[src/rtl/mem_stage_ctrl.sv]
// MEM stage controller: drives the data-memory req/gnt/rvalid handshake and loads the MEM/WB register.
// Optional feature macro: MEM_MISALIGN_TRAP_EN (adds mem_misalign and traps unaligned word accesses).
module mem_stage_ctrl #(
  parameter int XLEN    = 32,
  parameter int RADDR_W = 5
) (
  input  logic               clk,
  input  logic               rst_n,
  input  logic               mem_valid,
  input  logic [XLEN-1:0]    mem_alu_res,
  input  logic [XLEN-1:0]    mem_rs2o,
  input  logic               mem_memwr,
  input  logic [1:0]         mem_wbsel,
  input  logic [XLEN-1:0]    mem_pcp4,
  input  logic [RADDR_W-1:0] mem_rdaddr,
  output logic               mem_stall,
  output logic               dmem_req,
  output logic               dmem_we,
  output logic [XLEN-1:0]    dmem_addr,
  output logic [XLEN-1:0]    dmem_wdata,
  input  logic               dmem_gnt,
  input  logic               dmem_rvalid,
  input  logic [XLEN-1:0]    dmem_rdata,
  output logic               wb_valid,
  output logic               wb_regwr,
  output logic [RADDR_W-1:0] wb_rdaddr,
  output logic [XLEN-1:0]    wb_data
`ifdef MEM_MISALIGN_TRAP_EN
  ,
  output logic               mem_misalign
`endif
);

  typedef enum logic [1:0] {
    IDLE = 2'd0,
    REQ  = 2'd1,
    RSP  = 2'd2
  } state_e;

  localparam logic [XLEN-1:0] ADDR_MASK = ~{{(XLEN-2){1'b0}}, 2'b11};

  state_e             state_q, state_d;
  logic               req_q, req_d;
  logic               we_q, we_d;
  logic [XLEN-1:0]    addr_q, addr_d;
  logic [XLEN-1:0]    wdata_q, wdata_d;
  logic               wb_valid_q, wb_valid_d;
  logic               wb_regwr_q, wb_regwr_d;
  logic [RADDR_W-1:0] wb_rdaddr_q, wb_rdaddr_d;
  logic [XLEN-1:0]    wb_data_q, wb_data_d;
  logic [RADDR_W-1:0] rd_q, rd_d;
  logic               misalign_q, misalign_d;
  logic               is_access_s;
  logic               misaligned_s;

  // Next-state, handshake and writeback decode
  always_comb begin
    state_d     = state_q;
    req_d       = req_q;
    we_d        = we_q;
    addr_d      = addr_q;
    wdata_d     = wdata_q;
    wb_valid_d  = 1'b0;
    wb_regwr_d  = 1'b0;
    wb_rdaddr_d = wb_rdaddr_q;
    wb_data_d   = wb_data_q;
    rd_d        = rd_q;
    misalign_d  = 1'b0;
    mem_stall   = 1'b0;
    is_access_s = mem_valid & (mem_memwr | (mem_wbsel == 2'b01));
`ifdef MEM_MISALIGN_TRAP_EN
    misaligned_s = (mem_alu_res[1:0] != 2'b00);
`else
    misaligned_s = 1'b0;
`endif

    case (state_q)
      IDLE: begin
        if (is_access_s && misaligned_s) begin
          // Trap: no memory request, retire as a non-writing bubble-free slot
          misalign_d  = 1'b1;
          wb_valid_d  = 1'b1;
          wb_regwr_d  = 1'b0;
          wb_rdaddr_d = mem_rdaddr;
        end else if (is_access_s) begin
          mem_stall = 1'b1;
          req_d     = 1'b1;
          we_d      = mem_memwr;
          addr_d    = mem_alu_res & ADDR_MASK;
          wdata_d   = mem_rs2o;
          rd_d      = mem_rdaddr;
          state_d   = REQ;
        end else if (mem_valid) begin
          wb_valid_d  = 1'b1;
          wb_rdaddr_d = mem_rdaddr;
          wb_data_d   = (mem_wbsel == 2'b10) ? mem_pcp4 : mem_alu_res;
          wb_regwr_d  = (mem_rdaddr != {RADDR_W{1'b0}});
        end else begin
          wb_valid_d = 1'b0;
        end
      end
      REQ: begin
        mem_stall = 1'b1;
        if (dmem_gnt && req_q && we_q) begin
          mem_stall   = 1'b0;
          req_d       = 1'b0;
          wb_valid_d  = 1'b1;
          wb_regwr_d  = 1'b0;
          wb_rdaddr_d = rd_q;
          state_d     = IDLE;
        end else if (dmem_gnt && req_q) begin
          req_d   = 1'b0;
          state_d = RSP;
        end else begin
          req_d = req_q;
        end
      end
      RSP: begin
        mem_stall = 1'b1;
        if (dmem_rvalid) begin
          mem_stall   = 1'b0;
          wb_valid_d  = 1'b1;
          wb_data_d   = dmem_rdata;
          wb_rdaddr_d = rd_q;
          wb_regwr_d  = (rd_q != {RADDR_W{1'b0}});
          state_d     = IDLE;
        end else begin
          state_d = RSP;
        end
      end
      default: begin
        req_d   = 1'b0;
        state_d = IDLE;
      end
    endcase
  end

  // State and output registers
  always_ff @(posedge clk or negedge rst_n) begin
    if (!rst_n) begin
      state_q     <= IDLE;
      req_q       <= 1'b0;
      we_q        <= 1'b0;
      addr_q      <= {XLEN{1'b0}};
      wdata_q     <= {XLEN{1'b0}};
      wb_valid_q  <= 1'b0;
      wb_regwr_q  <= 1'b0;
      wb_rdaddr_q <= {RADDR_W{1'b0}};
      wb_data_q   <= {XLEN{1'b0}};
      rd_q        <= {RADDR_W{1'b0}};
      misalign_q  <= 1'b0;
    end else begin
      state_q     <= state_d;
      req_q       <= req_d;
      we_q        <= we_d;
      addr_q      <= addr_d;
      wdata_q     <= wdata_d;
      wb_valid_q  <= wb_valid_d;
      wb_regwr_q  <= wb_regwr_d;
      wb_rdaddr_q <= wb_rdaddr_d;
      wb_data_q   <= wb_data_d;
      rd_q        <= rd_d;
      misalign_q  <= misalign_d;
    end
  end

  assign dmem_req   = req_q;
  assign dmem_we    = we_q;
  assign dmem_addr  = addr_q;
  assign dmem_wdata = wdata_q;
  assign wb_valid   = wb_valid_q;
  assign wb_regwr   = wb_regwr_q;
  assign wb_rdaddr  = wb_rdaddr_q;
  assign wb_data    = wb_data_q;

`ifdef MEM_MISALIGN_TRAP_EN
  assign mem_misalign = misalign_q;
`else
  logic unused_misalign_s;
  assign unused_misalign_s = misalign_q ^ misaligned_s;
`endif

endmodule

[config.mk]
export PLATFORM = sky130hd
export DESIGN_NAME = mem_stage_ctrl
export DESIGN_NICKNAME = d
export VERILOG_FILES = /design/src/rtl/mem_stage_ctrl.sv
export SDC_FILE = /design/constraint.sdc
export NUM_CORES = 1
export LEC_CHECK = 0
export BUFFER_PORTS_ARGS = -buffer_cell sky130_fd_sc_hd__buf_4
export CAP_MARGIN = 40
export CORE_MARGIN = 10
export CORE_UTILIZATION = 46
export CTS_CLUSTER_DIAMETER = 40
export DETAILED_ROUTE_END_ITERATION = 16
export HOLD_SLACK_MARGIN = 0.02
export PLACE_DENSITY_LB_ADDON = 0.05
export SLEW_MARGIN = 10
export SYNTH_ARGS = -nofsm -noshare
export SYNTH_HDL_FRONTEND = slang
export SYNTH_SLANG_ARGS = --single-unit
[constraint.sdc]
create_clock -name clk -period 2.3 [get_ports clk]
set_input_delay 0 -clock clk [delete_from_list [all_inputs] [get_ports clk]]
set_output_delay 0 -clock clk [all_outputs]
set_load 0.005 [all_outputs]
==> impl_results.md <==
* Initial drt markers at 169
* Routed wire per std cell at 18.6 µm
* Reg2Reg Launch Point: state_q[0]
* Dpl hpwl at 11700 µm
* Initial Utilization at 46.6%
* Crit path max fanout at 20
* FF-to-FF path depth at 6
* Post-layout nets at 868
* Top-Level Pins at 247
* Worst path slowest cell: dlygate4sd3_1
* Die Width at 124 µm
* Crit path max-delay family: buffers and inverters
* Slowest stage delay, CP at 0.55 ns
* Die H at 124 µm
* Data arrival, critical path at 2.43 ns
* Internal Power at 6380 µW
* Comb pwr share at 49.2%
* Area fraction of the dominant cell type after synthesis at 54.9%
* Clk sinks at 110
* Total CTS buffers at 9
* GP Congestion at 0.876
* Critical-path cell list: inv_1 > ha_2 > o211ai_4 > buf_12 > a32o_1 > dlygate4sd3_1
* Input/output buffers at 244
* Leak Pwr at 0.00386 µW
* Max IR drop VDD at 0.000686 V
* Syn Inst Count at 379
* MaxCap Viol Count at 0
* Ys async rst share at 100%
* GRT Util Overall at 20.2%
* Fmax at 462 MHz
* # H-tree levels at 3
* Leading area contributor after synthesis: dfrtp_1
* #FFs+latches synth at 110
* N_diodes at 0
* Final Skew at 0.00477 ns
* Area contributors post-synth: dfrtp_1 55%, mux2_2 25%, mux2i_1 6.4%
* Row count at 38
* Crit Reg-Reg Endpoint: dmem_we
* Final setup vio count at 0
* Root buffer cell: clkbuf_8
* Slew Viols, Final at 0
* Post-synth EDFFs at 0
* Net Sw Power at 2960 µW
* CTS tree: yes
* Seq/Total Area, Yosys at 54.9%
* PD cells at 1130 nW/µm²
* Top FF cell, synth: dfrtp_1
* Post-synthesis cell area at 5010 µm²
* Final hold violation count at 0
* RSZ-0062 raised after global routing: no
* Layout Utilization at 77.1%
* DRC Markers at 0
* Crit end category: flop
* Setup repair bufs after CTS at 0
* Sequential power share at 37.1%
* Clk_lat worst skew at 0.37 ns
* WP buf/inv at 3
* Layout area overhead at 65.4%
* Yosys warnings at 0
* Post-route minimum period at 2.16 ns
* WHS Path Cells at 4
* Vias at 4296
* Flop2flop setup slack at 0.14 ns
* Final period util at 94.1%
* Vias in the first global route at 4673
* Worst Min Path Start: dmem_rdata[26]
* ANT nets after route at 0
* WS Path Type: flop to flop
* Clock buffer depth at 2
* TNS Setup at 0 ns
* Die ar. at 15500 µm²
* Clock power share at 13.7%
* WHS Endpoint: wb_data[26]
* Via/cell ratio at 4.95
* First-pass GRT wire length at 25500 µm
* Syn Area/Cell at 13.2 µm²
* Cell variety after synth at 31
* Switching part of the total power at 31.7%
* Top cells by count, synth: 110 x dfrtp_1, 110 x mux2_2, 33 x nand2_1, 32 x mux2i_1, 32 x o21ai_0
* Initial antenna violation count at 0
* Core Area at 10700 µm²
* Startpoint Class: flop
* Ratio of cells with drive above 1 in the final layout at 53.0%
* Status: complete, no violations
* Min-Delay Path Class: input pin to flop
* First-pass DRT Iterations at 4
* Largest net degree at the start of global routing at 58
* GRT overflow at 0
* WP data required at 2.56 ns
* Drt total wl at 16100 µm
* Worst-path clk slew at 0.10 ns
-- worst max-delay path by stage --
stage	startpoint	endpoint	depth (start not counted)
2_1_floorplan	state_q[0]	dmem_addr[29]	7
3_3_place_gp	state_q[0]	wb_data[15]	6
3_5_place_dp	state_q[0]	wb_data[10]	6
4_1_cts	state_q[0]	dmem_we	6
5_1_grt	state_q[0]	dmem_we	6
6_report	state_q[0]	dmem_we	6
-- stage by stage --
stage / hold WS (ns) / setup WS (ns) / total power (µW) / std cells / cell area [µm²]
floorplan: -0.296 / 0.566 / 5610 / 380 / 5010
global placement: -0.0509 / 0.429 / 7810 / 749 / 7030
detailed placement: -0.0473 / 0.345 / 7970 / 749 / 7030
CTS: 0.0273 / 0.0331 / 9420 / 868 / 8290
global route: 0.0422 / 0.0348 / 9950 / 868 / 8290
finish: 0.0314 / 0.136 / 9330 / 868 / 8290
-- layout by cell type (no fill, tap or decap), drive strengths merged --
cell type    netlist  routed
nor3b              1       1
clkinv             0       4
dfrtp            110     110
o21ai             32      32
o211ai             1       1
o32a               1       1
nor3               1       1
conb               1       2
a32o               1       1
a21boi             1       1
mux2             110     110
buf               18     253
nand3              2       2
clkbuf             6       9
dlygate4sd3        0     103
nand2             33      33
nand2b             1       1
inv                3       3
a21oi              4       4
mux2i             32      32
or4                2       2
nand4              1       1
clkinvlp           0       1
bufinv             0       2
ha                 4       4
a21o               1       1
o31a               2       2
nor2b              3       3
nor2               6       6
o22ai              1       1
a31oi              1       1
-- routing by layer --
metal  up-vias  GRT usage [%]  share of wire (%)
met5         -              0                  0
met4         0           6.92                2.3
met3        21           5.11                6.0
met2       145           36.9                 54
met1      2105           21.9                 38
li1       2025              -                  -
-- area by class of cell --
class | instances | area [µm²]
multi-input combinational | 243 | 2130
clock inverter | 7 | 98.8
fill | 700 | 2460
sequential | 110 | 2750
timing repair buffer | 356 | 2990
tap | 140 | 175
inverter | 3 | 11.3
clock buffer | 9 | 124
-- power groups by stage --
stage                     registers [µW]  logic [µW]  clock network [µW]
after global placement              3440        4370                   0
final                               3460        4590                1280
after CTS                           3460        4650                1310
after floorplan                     3510        2100                   0
after global routing                3590        4970                1390
after detailed placement            3500        4470                   0
-- flip-flops by register name (all words and copies together) (netlist names), 2 cells and up --
name	flops
wb_rdaddr	5
rd_q	5
state_q	2
dmem_wdata	32
wb_data	32
dmem_addr	30
-- what timing repair did --
| action | in CTS | in global routing |
|---|---|---|
| hold endpoints to repair | 214 | 0 |
| hold buffers | 103 | 0 |
| gates resized for setup | 0 | 1 |
| endpoints found under the setup margin | 0 | 1 |
-- cell families after synthesis --
logic type               count (synthesis)  synth area share [%]
buffers and inverters                   27                  3.00
other                                    1                0.0748
AND/OR/NAND/NOR                         50                  4.52
flip-flops                             110                  54.9
AO/OA/AOI/OAI                           45                  5.37
adder cells (fa/ha/maj)                  4                 0.999
multiplexers                           142                  31.1
-- worst register-to-register path, stage by stage, from the launching register on --
cell	delay [ns]
dfrtp_1	0.42
inv_1	0.13
ha_2	0.31
o211ai_4	0.22
buf_12	0.23
a32o_1	0.20
dlygate4sd3_1	0.55
(Power assumes the default switching activity.)
